[src/rtl/accel_pkg.sv]
`default_nettype none
// accel_pkg: state encodings and derived-size helpers shared by the pass scheduler.
// Revision: 1.0
package accel_pkg;

  typedef enum logic [2:0] {
    IDLE    = 3'd0,
    PROGRAM = 3'd1,
    STREAM  = 3'd2,
    DRAIN   = 3'd3,
    CAPTURE = 3'd4
  } top_state_e;

  typedef enum logic [1:0] {
    FETCH = 2'd0,
    LOAD  = 2'd1,
    HOLD  = 2'd2,
    FIN   = 2'd3
  } rd_state_e;

  function automatic int packet_length(input int tag_length, input int bitwidth);
    return 2 * tag_length + bitwidth;
  endfunction

  function automatic int scan_len(input int pe_y_size, input int pe_x_size);
    return pe_y_size + pe_y_size * pe_x_size;
  endfunction

endpackage
`default_nettype wire

[src/rtl/glb_pass_scheduler_if.sv]
`default_nettype none
// glb_pass_scheduler_if: one GLB read port plus its GIN packet handshake.
// Revision: 1.0
interface glb_pass_scheduler_if
  import accel_pkg::*;
#(
  parameter int BITWIDTH        = 16,
  parameter int GLB_ADDR_LENGTH = 3,
  parameter int PACKET_LENGTH   = packet_length(4, 16)
);
  logic [GLB_ADDR_LENGTH-1:0] glb_addr;
  logic                       glb_cs;
  logic                       glb_oe;
  logic                       glb_we;
  logic [BITWIDTH-1:0]        glb_data;
  logic                       gin_enable;
  logic                       gin_ready;
  logic [PACKET_LENGTH-1:0]   packet;

  modport master (
    output glb_addr, glb_cs, glb_oe, glb_we, gin_enable, packet,
    input  glb_data, gin_ready
  );

  modport slave (
    input  glb_addr, glb_cs, glb_oe, glb_we, gin_enable, packet,
    output glb_data, gin_ready
  );
endinterface
`default_nettype wire

[src/rtl/glb_stream_reader.sv]
`default_nettype none
// glb_stream_reader: reads len GLB words and offers each as a tagged GIN packet.
// Revision: 1.0
module glb_stream_reader
  import accel_pkg::*;
#(
  parameter int BITWIDTH        = 16,
  parameter int GLB_ADDR_LENGTH = 3,
  parameter int TAG_LENGTH      = 4,
  parameter int PE_Y_SIZE       = 3,
  parameter int PE_X_SIZE       = 3
) (
  input  logic                       clk,
  input  logic                       rst,
  input  logic                       go_i,
  input  logic [GLB_ADDR_LENGTH:0]   len_i,
  output logic                       fin_next_o,
  glb_pass_scheduler_if.master       bus
);
  localparam int PACKET_LENGTH = packet_length(TAG_LENGTH, BITWIDTH);
  localparam int IDX_W         = GLB_ADDR_LENGTH + 1;

  rd_state_e                state_q, state_d;
  logic [IDX_W-1:0]         idx_q, idx_inc;
  logic [TAG_LENGTH-1:0]    row_q, col_q;
  logic [PACKET_LENGTH-1:0] packet_q, packet_live;
  logic                     accept;

  assign idx_inc     = idx_q + IDX_W'(1);
  assign packet_live = {row_q, col_q, bus.glb_data};
  assign accept      = ((state_q == LOAD) || (state_q == HOLD)) && bus.gin_ready;
  assign fin_next_o  = (state_d == FIN);

  always_ff @(posedge clk) begin
    if (rst) state_q <= FIN;
    else     state_q <= state_d;
  end

  always_comb begin
    state_d = state_q;
    case (state_q)
      FETCH:      state_d = LOAD;
      LOAD, HOLD: if (bus.gin_ready) state_d = (idx_inc < len_i) ? FETCH : FIN;
                  else               state_d = HOLD;
      FIN:        state_d = FIN;
      default:    state_d = FIN;
    endcase
    if (go_i) state_d = (len_i == '0) ? FIN : FETCH;
  end

  // GLB data is only valid in LOAD, so HOLD replays the copy taken there.
  always_comb begin
    bus.glb_cs     = (state_q == FETCH);
    bus.glb_oe     = (state_q == FETCH);
    bus.glb_we     = 1'b0;
    bus.glb_addr   = idx_q[GLB_ADDR_LENGTH-1:0];
    bus.gin_enable = (state_q == LOAD) || (state_q == HOLD);
    bus.packet     = (state_q == LOAD) ? packet_live : packet_q;
  end

  always_ff @(posedge clk) begin
    if (rst) begin
      idx_q    <= '0;
      row_q    <= '0;
      col_q    <= '0;
      packet_q <= '0;
    end else if (go_i) begin
      idx_q <= '0;
      row_q <= '0;
      col_q <= '0;
    end else begin
      if (state_q == LOAD) packet_q <= packet_live;
      if (accept) begin
        idx_q <= idx_inc;
        if (col_q == TAG_LENGTH'(PE_X_SIZE - 1)) begin
          col_q <= '0;
          row_q <= (row_q == TAG_LENGTH'(PE_Y_SIZE - 1)) ? '0 : row_q + TAG_LENGTH'(1);
        end else begin
          col_q <= col_q + TAG_LENGTH'(1);
        end
      end
    end
  end
endmodule
`default_nettype wire

[src/rtl/glb_pass_scheduler.sv]
`default_nettype none
// glb_pass_scheduler: program GIN tags, stream both GLBs, drain, latch top-row psums.
// Optional GLB_PASS_SCHEDULER_PERF_EN adds a saturating stall_cycles_o counter. Revision: 1.0
module glb_pass_scheduler
  import accel_pkg::*;
#(
  parameter int  BITWIDTH        = 16,
  parameter int  GLB_ADDR_LENGTH = 3,
  parameter int  TAG_LENGTH      = 4,
  parameter int  PE_Y_SIZE       = 3,
  parameter int  PE_X_SIZE       = 3,
  parameter int  DRAIN_CYCLES    = 4,
  localparam int SCAN_LEN        = scan_len(PE_Y_SIZE, PE_X_SIZE),
  localparam int TAG_ADDR_W      = (SCAN_LEN > 1) ? $clog2(SCAN_LEN) : 1,
  localparam int OFMAP_W         = BITWIDTH * PE_X_SIZE
) (
  input  logic                     clk,
  input  logic                     rst,
  input  logic                     start_i,
  input  logic [GLB_ADDR_LENGTH:0] len_ifmap_i,
  input  logic [GLB_ADDR_LENGTH:0] len_filter_i,
  output logic                     busy_o,
  output logic                     done_o,
  output logic [TAG_ADDR_W-1:0]    tag_addr_o,
  input  logic [TAG_LENGTH-1:0]    tag_ifmap_i,
  input  logic [TAG_LENGTH-1:0]    tag_filter_i,
  output logic                     program_o,
  output logic [TAG_LENGTH-1:0]    scan_tag_ifmap_o,
  output logic [TAG_LENGTH-1:0]    scan_tag_filter_o,
  glb_pass_scheduler_if.master     ifmap_if,
  glb_pass_scheduler_if.master     filter_if,
  input  logic [OFMAP_W-1:0]       ofmap_in_i,
  output logic [OFMAP_W-1:0]       ofmap_o,
`ifdef GLB_PASS_SCHEDULER_PERF_EN
  output logic [15:0]              stall_cycles_o,
`endif
  output logic                     ofmap_valid_o
);
  localparam int DRAIN_W = $clog2(DRAIN_CYCLES + 1);

  top_state_e                 state_q, state_d;
  logic [TAG_ADDR_W-1:0]      tag_addr_q;
  logic [DRAIN_W-1:0]         drain_q;
  logic [GLB_ADDR_LENGTH:0]   len_ifmap_q, len_filter_q;
  logic                       done_q, ofmap_valid_q;
  logic [OFMAP_W-1:0]         ofmap_q;
  logic                       tag_last, drain_last, start_acc, go;
  logic                       fin_ifmap, fin_filter;

  assign tag_last   = (tag_addr_q == TAG_ADDR_W'(SCAN_LEN - 1));
  assign drain_last = (drain_q == DRAIN_W'(DRAIN_CYCLES - 1));
  assign start_acc  = (state_q == IDLE) && start_i;
  assign go         = (state_q == PROGRAM) && tag_last;

  glb_stream_reader #(
    .BITWIDTH(BITWIDTH), .GLB_ADDR_LENGTH(GLB_ADDR_LENGTH), .TAG_LENGTH(TAG_LENGTH),
    .PE_Y_SIZE(PE_Y_SIZE), .PE_X_SIZE(PE_X_SIZE)
  ) u_rd_ifmap (
    .clk(clk), .rst(rst), .go_i(go), .len_i(len_ifmap_q),
    .fin_next_o(fin_ifmap), .bus(ifmap_if)
  );

  glb_stream_reader #(
    .BITWIDTH(BITWIDTH), .GLB_ADDR_LENGTH(GLB_ADDR_LENGTH), .TAG_LENGTH(TAG_LENGTH),
    .PE_Y_SIZE(PE_Y_SIZE), .PE_X_SIZE(PE_X_SIZE)
  ) u_rd_filter (
    .clk(clk), .rst(rst), .go_i(go), .len_i(len_filter_q),
    .fin_next_o(fin_filter), .bus(filter_if)
  );

  always_ff @(posedge clk) begin
    if (rst) state_q <= IDLE;
    else     state_q <= state_d;
  end

  // Readers report their next state so DRAIN starts right after the last accept.
  always_comb begin
    state_d = state_q;
    case (state_q)
      IDLE:    if (start_i) state_d = PROGRAM;
      PROGRAM: if (tag_last) state_d = STREAM;
      STREAM:  if (fin_ifmap && fin_filter) state_d = DRAIN;
      DRAIN:   if (drain_last) state_d = CAPTURE;
      CAPTURE: state_d = IDLE;
      default: state_d = IDLE;
    endcase
  end

  always_comb begin
    busy_o            = (state_q != IDLE);
    program_o         = (state_q == PROGRAM);
    scan_tag_ifmap_o  = program_o ? tag_ifmap_i  : '0;
    scan_tag_filter_o = program_o ? tag_filter_i : '0;
    tag_addr_o        = tag_addr_q;
    done_o            = done_q;
    ofmap_o           = ofmap_q;
    ofmap_valid_o     = ofmap_valid_q;
  end

  always_ff @(posedge clk) begin
    if (rst) begin
      tag_addr_q    <= '0;
      drain_q       <= '0;
      len_ifmap_q   <= '0;
      len_filter_q  <= '0;
      done_q        <= 1'b0;
      ofmap_q       <= '0;
      ofmap_valid_q <= 1'b0;
    end else begin
      done_q     <= (state_q == CAPTURE);
      tag_addr_q <= ((state_q == PROGRAM) && !tag_last) ? tag_addr_q + TAG_ADDR_W'(1) : '0;
      drain_q    <= ((state_q == DRAIN) && !drain_last) ? drain_q + DRAIN_W'(1) : '0;
      if (start_acc) begin
        len_ifmap_q   <= len_ifmap_i;
        len_filter_q  <= len_filter_i;
        ofmap_valid_q <= 1'b0;
      end
      if (state_q == CAPTURE) begin
        ofmap_q       <= ofmap_in_i;
        ofmap_valid_q <= 1'b1;
      end
    end
  end

`ifdef GLB_PASS_SCHEDULER_PERF_EN
  logic [15:0] stall_cycles_q;
  logic        stall_now;

  assign stall_now = (state_q == STREAM) &&
                     ((ifmap_if.gin_enable && !ifmap_if.gin_ready) ||
                      (filter_if.gin_enable && !filter_if.gin_ready));

  always_ff @(posedge clk) begin
    if (rst || start_acc)                          stall_cycles_q <= '0;
    else if (stall_now && (stall_cycles_q != '1))  stall_cycles_q <= stall_cycles_q + 16'd1;
  end

  assign stall_cycles_o = stall_cycles_q;
`endif
endmodule
`default_nettype wire

[src/flat_wrapper.sv]
// flat-port wrapper written by rule: the top's interface ports become plain ports
module glb_pass_scheduler_flat import accel_pkg::*;
#(
  parameter int  BITWIDTH        = 16,
  parameter int  GLB_ADDR_LENGTH = 3,
  parameter int  TAG_LENGTH      = 4,
  parameter int  PE_Y_SIZE       = 3,
  parameter int  PE_X_SIZE       = 3,
  parameter int  DRAIN_CYCLES    = 4,
  localparam int SCAN_LEN        = scan_len(PE_Y_SIZE, PE_X_SIZE),
  localparam int TAG_ADDR_W      = (SCAN_LEN > 1) ? $clog2(SCAN_LEN) : 1,
  localparam int OFMAP_W         = BITWIDTH * PE_X_SIZE
)
  (clk, rst, start_i, len_ifmap_i, len_filter_i, busy_o, done_o, tag_addr_o, tag_ifmap_i, tag_filter_i, program_o, scan_tag_ifmap_o, scan_tag_filter_o, ofmap_in_i, ofmap_o, ofmap_valid_o, ifmap_if_glb_addr, ifmap_if_glb_cs, ifmap_if_glb_oe, ifmap_if_glb_we, ifmap_if_gin_enable, ifmap_if_packet, ifmap_if_glb_data, ifmap_if_gin_ready, filter_if_glb_addr, filter_if_glb_cs, filter_if_glb_oe, filter_if_glb_we, filter_if_gin_enable, filter_if_packet, filter_if_glb_data, filter_if_gin_ready);
  glb_pass_scheduler_if #(.BITWIDTH(BITWIDTH), .GLB_ADDR_LENGTH(GLB_ADDR_LENGTH), .PACKET_LENGTH((2 * (4) + (16)))) ifmap_if_i ();
  glb_pass_scheduler_if #(.BITWIDTH(BITWIDTH), .GLB_ADDR_LENGTH(GLB_ADDR_LENGTH), .PACKET_LENGTH((2 * (4) + (16)))) filter_if_i ();
  input  logic clk;
  input  logic rst;
  input  logic start_i;
  input  logic [GLB_ADDR_LENGTH:0] len_ifmap_i;
  input  logic [GLB_ADDR_LENGTH:0] len_filter_i;
  output logic busy_o;
  output logic done_o;
  output logic [TAG_ADDR_W-1:0] tag_addr_o;
  input  logic [TAG_LENGTH-1:0] tag_ifmap_i;
  input  logic [TAG_LENGTH-1:0] tag_filter_i;
  output logic program_o;
  output logic [TAG_LENGTH-1:0] scan_tag_ifmap_o;
  output logic [TAG_LENGTH-1:0] scan_tag_filter_o;
  input  logic [OFMAP_W-1:0] ofmap_in_i;
  output logic [OFMAP_W-1:0] ofmap_o;
  output logic ofmap_valid_o;
  output wire logic [$bits(ifmap_if_i.glb_addr)-1:0] ifmap_if_glb_addr;
  output wire logic [$bits(ifmap_if_i.glb_cs)-1:0] ifmap_if_glb_cs;
  output wire logic [$bits(ifmap_if_i.glb_oe)-1:0] ifmap_if_glb_oe;
  output wire logic [$bits(ifmap_if_i.glb_we)-1:0] ifmap_if_glb_we;
  output wire logic [$bits(ifmap_if_i.gin_enable)-1:0] ifmap_if_gin_enable;
  output wire logic [$bits(ifmap_if_i.packet)-1:0] ifmap_if_packet;
  input wire logic [$bits(ifmap_if_i.glb_data)-1:0] ifmap_if_glb_data;
  input wire logic [$bits(ifmap_if_i.gin_ready)-1:0] ifmap_if_gin_ready;
  output wire logic [$bits(filter_if_i.glb_addr)-1:0] filter_if_glb_addr;
  output wire logic [$bits(filter_if_i.glb_cs)-1:0] filter_if_glb_cs;
  output wire logic [$bits(filter_if_i.glb_oe)-1:0] filter_if_glb_oe;
  output wire logic [$bits(filter_if_i.glb_we)-1:0] filter_if_glb_we;
  output wire logic [$bits(filter_if_i.gin_enable)-1:0] filter_if_gin_enable;
  output wire logic [$bits(filter_if_i.packet)-1:0] filter_if_packet;
  input wire logic [$bits(filter_if_i.glb_data)-1:0] filter_if_glb_data;
  input wire logic [$bits(filter_if_i.gin_ready)-1:0] filter_if_gin_ready;
  assign ifmap_if_glb_addr = ifmap_if_i.glb_addr;
  assign ifmap_if_glb_cs = ifmap_if_i.glb_cs;
  assign ifmap_if_glb_oe = ifmap_if_i.glb_oe;
  assign ifmap_if_glb_we = ifmap_if_i.glb_we;
  assign ifmap_if_gin_enable = ifmap_if_i.gin_enable;
  assign ifmap_if_packet = ifmap_if_i.packet;
  assign ifmap_if_i.glb_data = ifmap_if_glb_data;
  assign ifmap_if_i.gin_ready = ifmap_if_gin_ready;
  assign filter_if_glb_addr = filter_if_i.glb_addr;
  assign filter_if_glb_cs = filter_if_i.glb_cs;
  assign filter_if_glb_oe = filter_if_i.glb_oe;
  assign filter_if_glb_we = filter_if_i.glb_we;
  assign filter_if_gin_enable = filter_if_i.gin_enable;
  assign filter_if_packet = filter_if_i.packet;
  assign filter_if_i.glb_data = filter_if_glb_data;
  assign filter_if_i.gin_ready = filter_if_gin_ready;
  glb_pass_scheduler #(.BITWIDTH(BITWIDTH), .GLB_ADDR_LENGTH(GLB_ADDR_LENGTH), .TAG_LENGTH(TAG_LENGTH), .PE_Y_SIZE(PE_Y_SIZE), .PE_X_SIZE(PE_X_SIZE), .DRAIN_CYCLES(DRAIN_CYCLES)) u_core (.clk(clk), .rst(rst), .start_i(start_i), .len_ifmap_i(len_ifmap_i), .len_filter_i(len_filter_i), .busy_o(busy_o), .done_o(done_o), .tag_addr_o(tag_addr_o), .tag_ifmap_i(tag_ifmap_i), .tag_filter_i(tag_filter_i), .program_o(program_o), .scan_tag_ifmap_o(scan_tag_ifmap_o), .scan_tag_filter_o(scan_tag_filter_o), .ifmap_if(ifmap_if_i), .filter_if(filter_if_i), .ofmap_in_i(ofmap_in_i), .ofmap_o(ofmap_o), .ofmap_valid_o(ofmap_valid_o));
endmodule
[config.mk]
export PLATFORM = sky130hd
export DESIGN_NAME = glb_pass_scheduler_flat
export DESIGN_NICKNAME = d
export VERILOG_FILES = /design/src/rtl/accel_pkg.sv /design/src/rtl/glb_pass_scheduler_if.sv /design/src/rtl/glb_stream_reader.sv /design/src/rtl/glb_pass_scheduler.sv /design/src/flat_wrapper.sv
export SDC_FILE = /design/constraint.sdc
export NUM_CORES = 1
export LEC_CHECK = 0
export ABC_AREA = 1
export BUFFER_PORTS_ARGS = -buffer_cell sky130_fd_sc_hd__buf_2
export CAP_MARGIN = 30
export CORE_MARGIN = 5
export CORE_UTILIZATION = 45
export DETAILED_ROUTE_END_ITERATION = 8
export HOLD_SLACK_MARGIN = 0.15
export PLACE_DENSITY = 0.77
export REMOVE_ABC_BUFFERS = 1
export SETUP_SLACK_MARGIN = 0.15
export SYNTH_ARGS = -nofsm -noshare
export SYNTH_HDL_FRONTEND = slang
export SYNTH_SLANG_ARGS = --single-unit
[constraint.sdc]
create_clock -name clk -period 2 [get_ports clk]
set_clock_uncertainty 0.05 [all_clocks]
set_input_delay 0 -clock clk [delete_from_list [all_inputs] [get_ports clk]]
set_output_delay 0 -clock clk [all_outputs]
set_load 0.005 [all_outputs]
==> results.md <==
- H-tree Lvls: 4
- Mapped Avg Cell Area: 7.25 um2
- Yosys warnings: 0
- Synth Area in Adders: 0.0341
- Final WL: 18,900 um
- Arrival @ worst endpoint: 2.34 ns
- Worst skew pair latency: 0.42 ns
- Worst setup SP type: flip-flop
- Xor/xnor cell area share of the yosys netlist: 0.00984
- Final worst setup slack: -0.0523 ns
- Port buffer count: 224
- Largest net degree at the start of global routing: 60
- Internal: 5680 uW
- Slew Limit Fails: 0
- Crit path required time: 2.29 ns
- Most frequent cells in the layout: buf_2 (224), nor2_1 (183), o21ai_0 (137), dfxtp_1 (136), dlygate4sd3_1 (100)
- CORE AREA: 13,700 um2
- Final setup fails: 3
- Min-Delay Path Class: primary input to output port
- Root Driver: clkbuf_16
- DRC viols: 0
- Final RePlAce weighted congestion: 0.815
- FF-to-FF setup slack: -0.05 ns
- DRT iter0 DRCs: 291
- DR vias: 6,741
- WL/cell: 13.7 um
- Layout area overhead: 50.9%
- Static leakage: 0.00444 uW
- Simple-Gate Fraction of Synth Area: 0.204
- Netlist Area Pre-Place: 6230 um2
- Synth Instances: 860
- Max_cap viols: 0
- Post-layout min period: 2.05 ns
- Switching Fraction: 0.280
- Post-layout power: 7890 uW
- Die width: 128 um
- Main combinational cell family by area after synthesis: simple AND/OR/NAND/NOR gates
- CP max-delay cell: dfxtp_4
- Core Util, Final: 0.685
- Layout Nets: 1,302
- Num CTS Buffers: 17
- Failing checks: negative setup slack
- Commonest non-fill, non-tap cell in the layout: buf_2
- Sequential Power Share: 0.402
- Synth Area in Compound Gates: 0.182
- CTS tree: done
- Most Frequent Cell on Critical Path: nand2_1
- Synth cell types: 32
- Clock slew seen by the registers of the worst setup and hold paths: 0.06 ns
- CP Max Fanout: 5
- Critical path cell sequence: ha_2 -> xor2_1 -> ha_1 -> nand2_1 -> inv_1 -> nand2_1 -> nand2_1 -> nand2_1 -> nand2_1 -> nand2_1 -> nand2_1 -> nand3_2 -> nand2_2 -> nand2_2 -> buf_6 -> nor3_4
- # IOs: 227
- Initial Util: 0.454
- DP Wirelength: 11,400 um
- CP max stage delay: 0.36 ns
- Mux cell area share after synthesis: 0.00361
- Routed Antenna Nets: 0
- Tcrit/Tclk final: 1.03
- Switch Pwr: 2210 uW
- Pwr dens: 840 nW/um2
- Via-to-Cell Ratio: 4.90
- Maximum VDD drop: 0.780 mV
- Clk pwr share: 0.370
- Clk buf depth: 2
- CTS sink cnt: 144
- 1st-pass router iterations: 5
- Setup Crit Path Kind: flip-flop to flip-flop
- Area of the die: 16,300 um2
- Final hold violation count: 0
- Sequential area share after synthesis: 0.463
- Vias in the first global route: 6,392
- Outcome: complete, but fails checks
- Layout cells sized above 1: 0.283
- Die Ht: 128 um
- ANT cells: 0
- Overall routing resource usage: 0.222
- Comb power frac: 0.227
- # rows: 43
- First-pass GRT wire length: 29,400 um
- Number of flip-flops in the largest register: 48
- #FFs+latches synth: 144
- CP Capture Type: flip-flop
- FMAX: 487 MHz
- RSZ-0062 raised after global routing: true
- Initial antenna violation count: 0
- Total congestion overflow: 0
[layout make-up]
type                            instances  area, um2
Multi-Input combinational cell        562       2850
Sequential cell                       144       2900
Fill cell                            1056       4320
Clock buffer                           21        460
Clock inverter                         10       88.8
Tap cell                              180        225
Inverter                               99        373
Timing Repair Buffer                  360       2500
[power groups by stage]
stage | clock, uW | combinational, uW | sequential (uW)
after detailed placement | 0 | 1360 | 3230
final | 2920 | 1800 | 3180
after floorplan | 0 | 788 | 3220
after CTS | 2990 | 1640 | 3170
after global routing | 3150 | 1990 | 3200
after global placement | 0 | 1340 | 3220
[what timing repair did]
item / in CTS / in global routing
endpoints found under the setup margin: 4 / 69
setup buffers: 6 / 7
hold buffers: 100 / 0
cloned: 0 / 1
resized for setup: 8 / 50
endpoints found under the hold margin: 117 / 0
pin swaps: 7 / 9
[kinds of logic (layout without fill, tap and decap cells)]
family                   count (synthesis)  count (layout)
AO/OA/AOI/OAI                          223             223
flip-flops                             144             144
XOR/XNOR                                 7               7
adder cells (fa/ha/maj)                 17              17
multiplexers                             2               2
buffers and inverters                  155             490
other                                    1               2
AND/OR/NAND/NOR                        311             311
[metrics by stage]
| step | TNS, ns | cell area (um2) | hold slack (ns) | cells | worst slack [ns] |
|---|---|---|---|---|---|
| final | -0.0885 | 9400 | 0.229 | 1376 | -0.0523 |
| after floorplan | -15.24 | 5970 | 0.0191 | 805 | -0.459 |
| after global placement | 0 | 7540 | 0.199 | 1231 | 0.0112 |
| after detailed placement | -0.0814 | 7540 | 0.204 | 1231 | -0.0814 |
| after CTS | -0.0603 | 9170 | 0.229 | 1368 | -0.0319 |
| after global routing | -0.676 | 9400 | 0.240 | 1376 | -0.213 |
[metal layers]
layer  global-route usage  vias up  wire length [um]
met2                0.400      242              9740
li1                     -     3394                 -
met3               0.0554       66              1020
met4                0.110        0               812
met1                0.240     3039              7290
met5                    0        -                 0
[path summary, 6_finish.rpt]
path,from,endpoint,depth (start not counted)
hold reg to reg,u_core.u_rd_filter.packet_q[1],u_core.u_rd_filter.packet_q[1],2
setup reg to reg,u_core.u_rd_ifmap.idx_q[0],u_core.state_q[2],16
setup / recovery,u_core.u_rd_ifmap.idx_q[0],u_core.state_q[2],16
hold / removal,tag_filter_i[2],scan_tag_filter_o[2],4
[worst max-delay path, delay by kind of cell, from the launching register on]
family / cells / cell delay, ns
adder cells (fa/ha/maj): 2 / 0.46
flip-flops: 1 / 0.36
buffers and inverters: 2 / 0.16
XOR/XNOR: 1 / 0.15
AND/OR/NAND/NOR: 11 / 0.80
[synthesized netlist by cell type, drive strengths merged]
| cell | n | area [um2] |
|---|---|---|
| mux2 | 2 | 22.5 |
| xor2 | 7 | 61.3 |
| nand3 | 17 | 100 |
| a31oi | 1 | 6.26 |
| a211oi | 6 | 45.0 |
| buf | 23 | 145 |
| o22ai | 1 | 6.26 |
| nor4 | 1 | 6.26 |
| clkinv | 1 | 5.00 |
| o21ai | 144 | 721 |
| ha | 17 | 213 |
| conb | 1 | 3.75 |
| o211ai | 1 | 7.51 |
| a21oi | 70 | 350 |
| inv | 98 | 368 |
| nor2 | 189 | 733 |
| nor3 | 13 | 75.1 |
| nand4 | 1 | 6.26 |
| clkbuf | 33 | 124 |
| nand2 | 88 | 338 |
| dfxtp | 144 | 2880 |
| and2 | 1 | 6.26 |
| or2 | 1 | 6.26 |
Power figures use the tool's default switching activity.
